[config.mk]
export PLATFORM = sky130hd
export DESIGN_NAME = fetch_unit_flat
export DESIGN_NICKNAME = d
export VERILOG_FILES = /design/src/rtl/fetch_unit_pkg.sv /design/src/rtl/fetch_unit_if.sv /design/src/rtl/fetch_fifo.sv /design/src/rtl/fetch_unit.sv /design/src/flat_wrapper.sv
export SDC_FILE = /design/constraint.sdc
export NUM_CORES = 1
export LEC_CHECK = 0
export ABC_CLOCK_PERIOD_IN_PS = 4190
export CORE_ASPECT_RATIO = 1.4
export CORE_MARGIN = 4
export CORE_UTILIZATION = 50
export CTS_BUF_LIST = sky130_fd_sc_hd__clkbuf_8
export CTS_CLUSTER_SIZE = 24
export DETAILED_ROUTE_END_ITERATION = 10
export GPL_TIMING_DRIVEN = 0
export PLACE_DENSITY_LB_ADDON = 0.1
export SYNTH_ARGS = -nofsm -noshare
export SYNTH_HDL_FRONTEND = slang
export SYNTH_SLANG_ARGS = --single-unit
[constraint.sdc]
create_clock -name clk -period 4.19 [get_ports clk]
set_input_delay 0.6285 -clock clk [delete_from_list [all_inputs] [get_ports clk]]
set_output_delay 0.6285 -clock clk [all_outputs]
set_load 0.03 [all_outputs]
[src/rtl/fetch_unit_pkg.sv]
// Shared fetch-stage constants (NOP encoding, PC step, default widths and reset PC).
// Imported by fetch_unit and its FIFO; the same values are reused by decode/datapath.
package fetch_unit_pkg;
   localparam int          DEF_PC_W     = 8;
   localparam int          DEF_INS_W    = 32;
   localparam int          PC_STEP      = 4;
   localparam logic [31:0] INSTR_NOP    = 32'h0000_0013;
   localparam logic [7:0]  DEF_RESET_PC = 8'h00;
endpackage

[src/rtl/fetch_unit_if.sv]
// Fetch-stage bus bundle: instruction-memory port, redirect input and the
// valid/ready instruction output. master = fetch unit, slave = memory/consumer side.
interface fetch_if #(
   parameter int PC_W  = 8,
   parameter int INS_W = 32
);
   logic             imem_req;
   logic [PC_W-1:0]  imem_addr;
   logic             imem_valid;
   logic [INS_W-1:0] imem_rdata;
   logic             redirect_en;
   logic [PC_W-1:0]  redirect_pc;
   logic             inst_valid;
   logic             inst_ready;
   logic [INS_W-1:0] instruction;
   logic [PC_W-1:0]  inst_pc;

   modport master (
      output imem_req, imem_addr, inst_valid, instruction, inst_pc,
      input  imem_valid, imem_rdata, redirect_en, redirect_pc, inst_ready
   );
   modport slave (
      input  imem_req, imem_addr, inst_valid, instruction, inst_pc,
      output imem_valid, imem_rdata, redirect_en, redirect_pc, inst_ready
   );
endinterface

[src/rtl/fetch_fifo.sv]
// DEPTH x W synchronous prefetch FIFO with push/pop/flush and occupancy count.
// Flush wins over push and pop; pointers wrap naturally since DEPTH is a power of 2.
module fetch_fifo #(
   parameter int DEPTH = 4,
   parameter int W     = 40
) (
   input  logic                     clk,
   input  logic                     reset,
   input  logic                     i_push,
   input  logic [W-1:0]             i_data,
   input  logic                     i_pop,
   input  logic                     i_flush,
   output logic [W-1:0]             o_data,
   output logic [$clog2(DEPTH):0]   o_count,
   output logic                     o_empty
);
   localparam int AW = $clog2(DEPTH);

   logic [W-1:0]  r_mem [DEPTH];
   logic [AW-1:0] r_wr;
   logic [AW-1:0] r_rd;
   logic [AW:0]   r_cnt;
   logic          w_push;
   logic          w_pop;

   assign w_push  = i_push && !i_flush;
   assign w_pop   = i_pop && !i_flush && (r_cnt != '0);
   assign o_data  = r_mem[r_rd];
   assign o_count = r_cnt;
   assign o_empty = (r_cnt == '0);

   always_ff @(posedge clk) begin
      if (w_push) r_mem[r_wr] <= i_data;
   end

   always_ff @(posedge clk) begin
      if (reset || i_flush) begin
         r_wr  <= '0;
         r_rd  <= '0;
         r_cnt <= '0;
      end else begin
         if (w_push) r_wr <= r_wr + 1'b1;
         if (w_pop)  r_rd <= r_rd + 1'b1;
         case ({w_push, w_pop})
            2'b10:   r_cnt <= r_cnt + 1'b1;
            2'b01:   r_cnt <= r_cnt - 1'b1;
            default: r_cnt <= r_cnt;
         endcase
      end
   end
endmodule

[src/rtl/fetch_unit.sv]
// Instruction fetch stage: PC, credit-limited imem issue, prefetch queue, redirect flush.
// Optional FETCH_BYPASS_EN: a response arriving at an empty queue is presented the same cycle.
module fetch_unit
   import fetch_unit_pkg::*;
#(
   parameter int              PC_W     = DEF_PC_W,
   parameter int              INS_W    = DEF_INS_W,
   parameter int              DEPTH    = 4,
   parameter logic [PC_W-1:0] RESET_PC = PC_W'(DEF_RESET_PC)
) (
   input  logic     clk,
   input  logic     reset,
   fetch_if.master  fi
);
   localparam int CW = $clog2(DEPTH) + 1;
   localparam int EW = INS_W + PC_W;

   logic [PC_W-1:0]  r_pc;
   logic [PC_W-1:0]  r_req_pc;
   logic             r_inflight;
   logic             r_discard;

   logic             w_issue;
   logic             w_resp;
   logic             w_byp;
   logic             w_vld;
   logic             w_push;
   logic             w_pop;
   logic             w_empty;
   logic [CW-1:0]    w_count;
   logic [EW-1:0]    w_head;
   logic [INS_W-1:0] w_ins;
   logic [PC_W-1:0]  w_ipc;

   // Queue slots already owned plus the outstanding fetch must leave room for one more.
   assign w_issue = !reset && !fi.redirect_en &&
                    ((w_count + CW'(r_inflight)) < CW'(DEPTH));
   assign w_resp  = fi.imem_valid && r_inflight && !r_discard && !fi.redirect_en;

`ifdef FETCH_BYPASS_EN
   assign w_byp = w_empty && w_resp;
`else
   assign w_byp = 1'b0;
`endif

   assign w_vld  = !reset && !fi.redirect_en && (!w_empty || w_byp);
   assign w_push = w_resp && !(w_byp && fi.inst_ready);
   assign w_pop  = w_vld && fi.inst_ready && !w_empty;

   fetch_fifo #(.DEPTH(DEPTH), .W(EW)) u_fifo (
      .clk     (clk),
      .reset   (reset),
      .i_push  (w_push),
      .i_data  ({fi.imem_rdata, r_req_pc}),
      .i_pop   (w_pop),
      .i_flush (fi.redirect_en),
      .o_data  (w_head),
      .o_count (w_count),
      .o_empty (w_empty)
   );

   always_comb begin
      w_ins = reset ? '0 : INS_W'(INSTR_NOP);
      w_ipc = '0;
      if (w_byp) begin
         w_ins = fi.imem_rdata;
         w_ipc = r_req_pc;
      end else if (w_vld) begin
         w_ins = w_head[EW-1:PC_W];
         w_ipc = w_head[PC_W-1:0];
      end
   end

   assign fi.imem_req    = w_issue;
   assign fi.imem_addr   = r_pc;
   assign fi.inst_valid  = w_vld;
   assign fi.instruction = w_ins;
   assign fi.inst_pc     = w_ipc;

   always_ff @(posedge clk) begin
      if (reset) begin
         r_pc       <= {RESET_PC[PC_W-1:2], 2'b00};
         r_req_pc   <= '0;
         r_inflight <= 1'b0;
         r_discard  <= 1'b0;
      end else begin
         r_inflight <= w_issue;
         r_discard  <= fi.redirect_en;
         if (fi.redirect_en) begin
            r_pc <= {fi.redirect_pc[PC_W-1:2], 2'b00};
         end else if (w_issue) begin
            r_pc     <= r_pc + PC_W'(PC_STEP);
            r_req_pc <= r_pc;
         end
      end
   end
endmodule

[src/flat_wrapper.sv]
// flat-port wrapper written by rule: the top's interface ports become plain ports
module fetch_unit_flat import fetch_unit_pkg::*;
#(
   parameter int              PC_W     = DEF_PC_W,
   parameter int              INS_W    = DEF_INS_W,
   parameter int              DEPTH    = 4,
   parameter logic [PC_W-1:0] RESET_PC = PC_W'(DEF_RESET_PC)
)
  (clk, reset, fi_imem_req, fi_imem_addr, fi_inst_valid, fi_instruction, fi_inst_pc, fi_imem_valid, fi_imem_rdata, fi_redirect_en, fi_redirect_pc, fi_inst_ready);
  fetch_if #(.PC_W(PC_W), .INS_W(INS_W)) fi_i ();
  input  logic clk;
  input  logic reset;
  output wire logic [$bits(fi_i.imem_req)-1:0] fi_imem_req;
  output wire logic [$bits(fi_i.imem_addr)-1:0] fi_imem_addr;
  output wire logic [$bits(fi_i.inst_valid)-1:0] fi_inst_valid;
  output wire logic [$bits(fi_i.instruction)-1:0] fi_instruction;
  output wire logic [$bits(fi_i.inst_pc)-1:0] fi_inst_pc;
  input wire logic [$bits(fi_i.imem_valid)-1:0] fi_imem_valid;
  input wire logic [$bits(fi_i.imem_rdata)-1:0] fi_imem_rdata;
  input wire logic [$bits(fi_i.redirect_en)-1:0] fi_redirect_en;
  input wire logic [$bits(fi_i.redirect_pc)-1:0] fi_redirect_pc;
  input wire logic [$bits(fi_i.inst_ready)-1:0] fi_inst_ready;
  assign fi_imem_req = fi_i.imem_req;
  assign fi_imem_addr = fi_i.imem_addr;
  assign fi_inst_valid = fi_i.inst_valid;
  assign fi_instruction = fi_i.instruction;
  assign fi_inst_pc = fi_i.inst_pc;
  assign fi_i.imem_valid = fi_imem_valid;
  assign fi_i.imem_rdata = fi_imem_rdata;
  assign fi_i.redirect_en = fi_redirect_en;
  assign fi_i.redirect_pc = fi_redirect_pc;
  assign fi_i.inst_ready = fi_inst_ready;
  fetch_unit #(.PC_W(PC_W), .INS_W(INS_W), .DEPTH(DEPTH), .RESET_PC(RESET_PC)) u_core (.clk(clk), .reset(reset), .fi(fi_i));
endmodule
==> results by group <==
Setup path
  • Kind of start point of the critical path: primary input
  • CP max stage delay: 0.61 ns
  • FF-to-FF setup slack: 2.09 ns
  • Reg2reg start: u_core.r_inflight
  • Worst R2R Path Depth: 9
  • Worst-path cell chain: clkdlybuf4s50_1 -> nor2_1 -> clkbuf_1 -> nand2_1 -> nor2_1 -> nor2_1 -> clkdlybuf4s50_1
  • Crit Path Max Fanout: 10
  • CP Data Required Time: 3.56 ns
  • WP data arrival: 3.02 ns
  • Crit path launch: fi_redirect_en
  • Most used cell, CP: nor2_1
  • Crit end category: output port
  • CP max-delay cell: clkdlybuf4s50_1
  • Setup CP Type: in2out
  • Reg-to-reg endpoint: u_core.u_fifo.o_count[2]

Die
  • Total die area: 15,700 sq um
  • Starting Density: 51.1%
  • Ports: 95
  • Die Y: 147 um
  • Core region area: 13,500 sq um
  • Die width: 107 um
  • # rows: 50

GRT
  • First-pass GRT wire length: 20,700 um
  • Number of global-route vias before repair: 3,926
  • Global route total overflow: 0
  • Overall routing resource usage: 17.6%
  • Largest net degree at the start of global routing: 25
  • Antenna violations before repair: 0

Hold path
  • Hold crit path type: in2reg
  • HP Start: reset
  • Hold Path Cell Cnt: 2
  • WHS Endpoint: u_core.fi.imem_addr[3]

Synthesis
  • Top post-synthesis cells by area: edfxtp_1 66%, mux4_2 12%, dfxtp_1 6.7%
  • Synth top cells by count: 152 x edfxtp_1, 38 x mux4_2, 36 x and3_1
  • Most used DFF post-synth: edfxtp_1
  • Async SR Flop Fraction: 0%
  • Adder-Cell Fraction of Synth Area: 1.38%
  • Synth warn: 0
  • Synth Area in Compound Gates: 2.00%
  • Seq/Total Area, Yosys: 73.0%
  • Synth Area in XOR/XNOR: 1.02%
  • Post-Synthesis Cells: 371
  • Mapped cell area: 6880 sq um
  • Post-synth EDFFs: 152
  • Largest family of logic cells by synthesized area: multiplexers
  • Area leader, netlist: edfxtp_1
  • Avg Cell Area, Syn: 18.5 sq um
  • Yosys top cell area share: 66.4%
  • Simple-Gate Fraction of Synth Area: 6.13%
  • Multiplexer share of the synthesized area: 13.5%
  • Most frequent cell after synthesis: edfxtp_1
  • Synth Register Bits: 175
  • Synth unique cells: 33

Clock network
  • Hold_buf cts: 0
  • CTS tree: done
  • H-tree Lvls: 4
  • Post-cts sizing count: 0
  • Clock-pin transition on the worst setup and hold timing paths: 0.09 ns
  • CTS Sinks: 175
  • Num CTS Buffers: 17
  • Clk root buf: clkbuf_8
  • Deepest clock path buffer count: 2
  • Total setup buffers inserted after CTS: 0
  • Worst-skew pair later-pin latency: 0.43 ns

Timing
  • Fmax: 0.274 GHz
  • Slack of the critical path: 0.543 ns
  • Ratio of final minimum period to clock period: 87.1%
  • Crit path time final: 3.65 ns
  • Final setup viols: 0
  • RSZ-0062 raised after global routing: no
  • Hold Vio Cnt, Final: 0
  • Hold slack: 0.388 ns
  • Final setup TNS: 0 ns
  • Clk_skew: 0.00932 ns
  • Slew @ Worst Pin: 0.640 ns
  • Slew Viols, Final: 0
  • Worst slew margin: 57.4%

Place
  • DP Wirelength: 8560 um
  • DP Area: 8070 sq um
  • Final Wtd Congestion: 0.735
  • Port Buffers: 87
  • Post-place setup slack: 0.506 ns

Routing
  • WL/cell: 18.9 um
  • Iter 0 DRT Violations: 224
  • Vias: 3,570
  • Via/cell ratio: 5.26
  • ANT nets after route: 0
  • Final WL: 12,900 um
  • Drt first pass iters: 4
  • # DRC: 0

Run
  • Max Cap Viol: 0

Power
  • Max VDD drop: 0.282 mV
  • Leakage: 2.91 nW
  • Power density cells: 383 nW/um^2

Cells and area
  • Nets@finish: 536
  • Filler instances: 981
  • Final design area excluding fillers: 8500 sq um
  • Area Overhead vs Synth: 23.5%
  • # diodes: 0
  • Layout cells sized above 1: 18.1%

Status
  • Status: completed
metrics by stage:
| stage | utilization [%] | std cells | power, mW |
|---|---|---|---|
| 4_1_cts | 63.2 | 679 | 3.28 |
| 6_report | 63.2 | 679 | 3.25 |
| 3_5_place_dp | 60.0 | 647 | 2.10 |
| 2_1_floorplan | - | 374 | 2.01 |
| 5_1_grt | 63.2 | 679 | 3.38 |
| 3_3_place_gp | 59.4 | 643 | 2.09 |
layout by cell type (no fill, tap or decap), types with 2 or more instances in the layout:
cell               n
clkinv_4           4
o21bai_1           3
clkbuf_8          17
and3_1            36
inv_1             10
mux4_2            38
nand4_1            2
edfxtp_1         152
a21oi_1            9
dfxtp_1           23
buf_4              4
o21ai_0            2
or3_1              2
buf_2              4
and2_2             4
nand2_1            2
a211oi_1           2
conb_1             4
inv_6              2
xnor2_1            4
nor2_1            22
nand3_1            3
clkdlybuf4s50_1   87
mux2i_1            7
xor2_1             4
ha_1               6
bufinv_16          3
buf_12             4
clkbuf_1          12
buf_6              6
and2_1             4
clkinv_1           3
state kept, by name, indices dropped and copies added (netlist names), named ones only:
signal,count
u_core.r_req_pc,6
u_core.r_inflight,1
u_core.u_fifo.o_count,3
u_core.u_fifo.r_rd,2
u_core.u_fifo.r_wr,2
u_core.fi.imem_addr,6
u_core.r_discard,1
u_core.u_fifo.r_mem,152
per-layer routing:
layer  global-route usage [%]  vias to the layer above  part of all wire (%)
li1                         -                     1672                     -
met5                        0                        -                     0
met3                     3.78                       10                   4.5
met4                     5.95                        0                  0.90
met1                     20.3                     1802                    38
met2                     32.2                       86                    57
worst max-delay path: cells and delay by family:
kind / cells / cell delay [ns]
buffers and inverters: 3 / 1.53
and+or+nand+nor: 4 / 0.85
how the worst max path moves through the flow:
stage	to
6_report	fi_instruction[0]
3_5_place_dp	fi_instruction[0]
3_3_place_gp	u_core.u_fifo.r_mem[0][31]
4_1_cts	fi_instruction[0]
5_1_grt	fi_instruction[0]
2_1_floorplan	u_core.u_fifo.r_mem[0][10]
logic make-up after synthesis:
family,count (synthesis)
buffers and inverters,36
DFF,175
adders and majority gates,7
muxes,45
xor gates and xnor gates,8
other,1
AOI/OAI and AO/OA,22
and+or+nand+nor,77
power breakdown:
| group | total [mW] | internal, mW | switching (mW) | leakage, nW |
|---|---|---|---|---|
| Sequential | 1.91 | 1.90 | 0.0122 | 1.56 |
| Clock | 1.20 | 0.600 | 0.598 | 0.208 |
| Combinational | 0.142 | 0.0715 | 0.0704 | 1.14 |
| Total | 3.25 | 2.57 | 0.680 | 2.91 |
final cells by class:
class / count / area (sq um) / share of cell area [%]
Buffer: 26 / 163 / 1.91
Clock buffer: 17 / 234 / 2.75
Clock inverter: 15 / 189 / 2.22
Inverter: 10 / 37.5 / 0.442
Multi-Input combinational cell: 163 / 1670 / 19.7
Sequential cell: 175 / 5020 / 59.1
Tap cell: 182 / 228 / 2.68
Timing Repair Buffer: 91 / 951 / 11.2
Note: power is estimated with default switching activity, not from simulation.
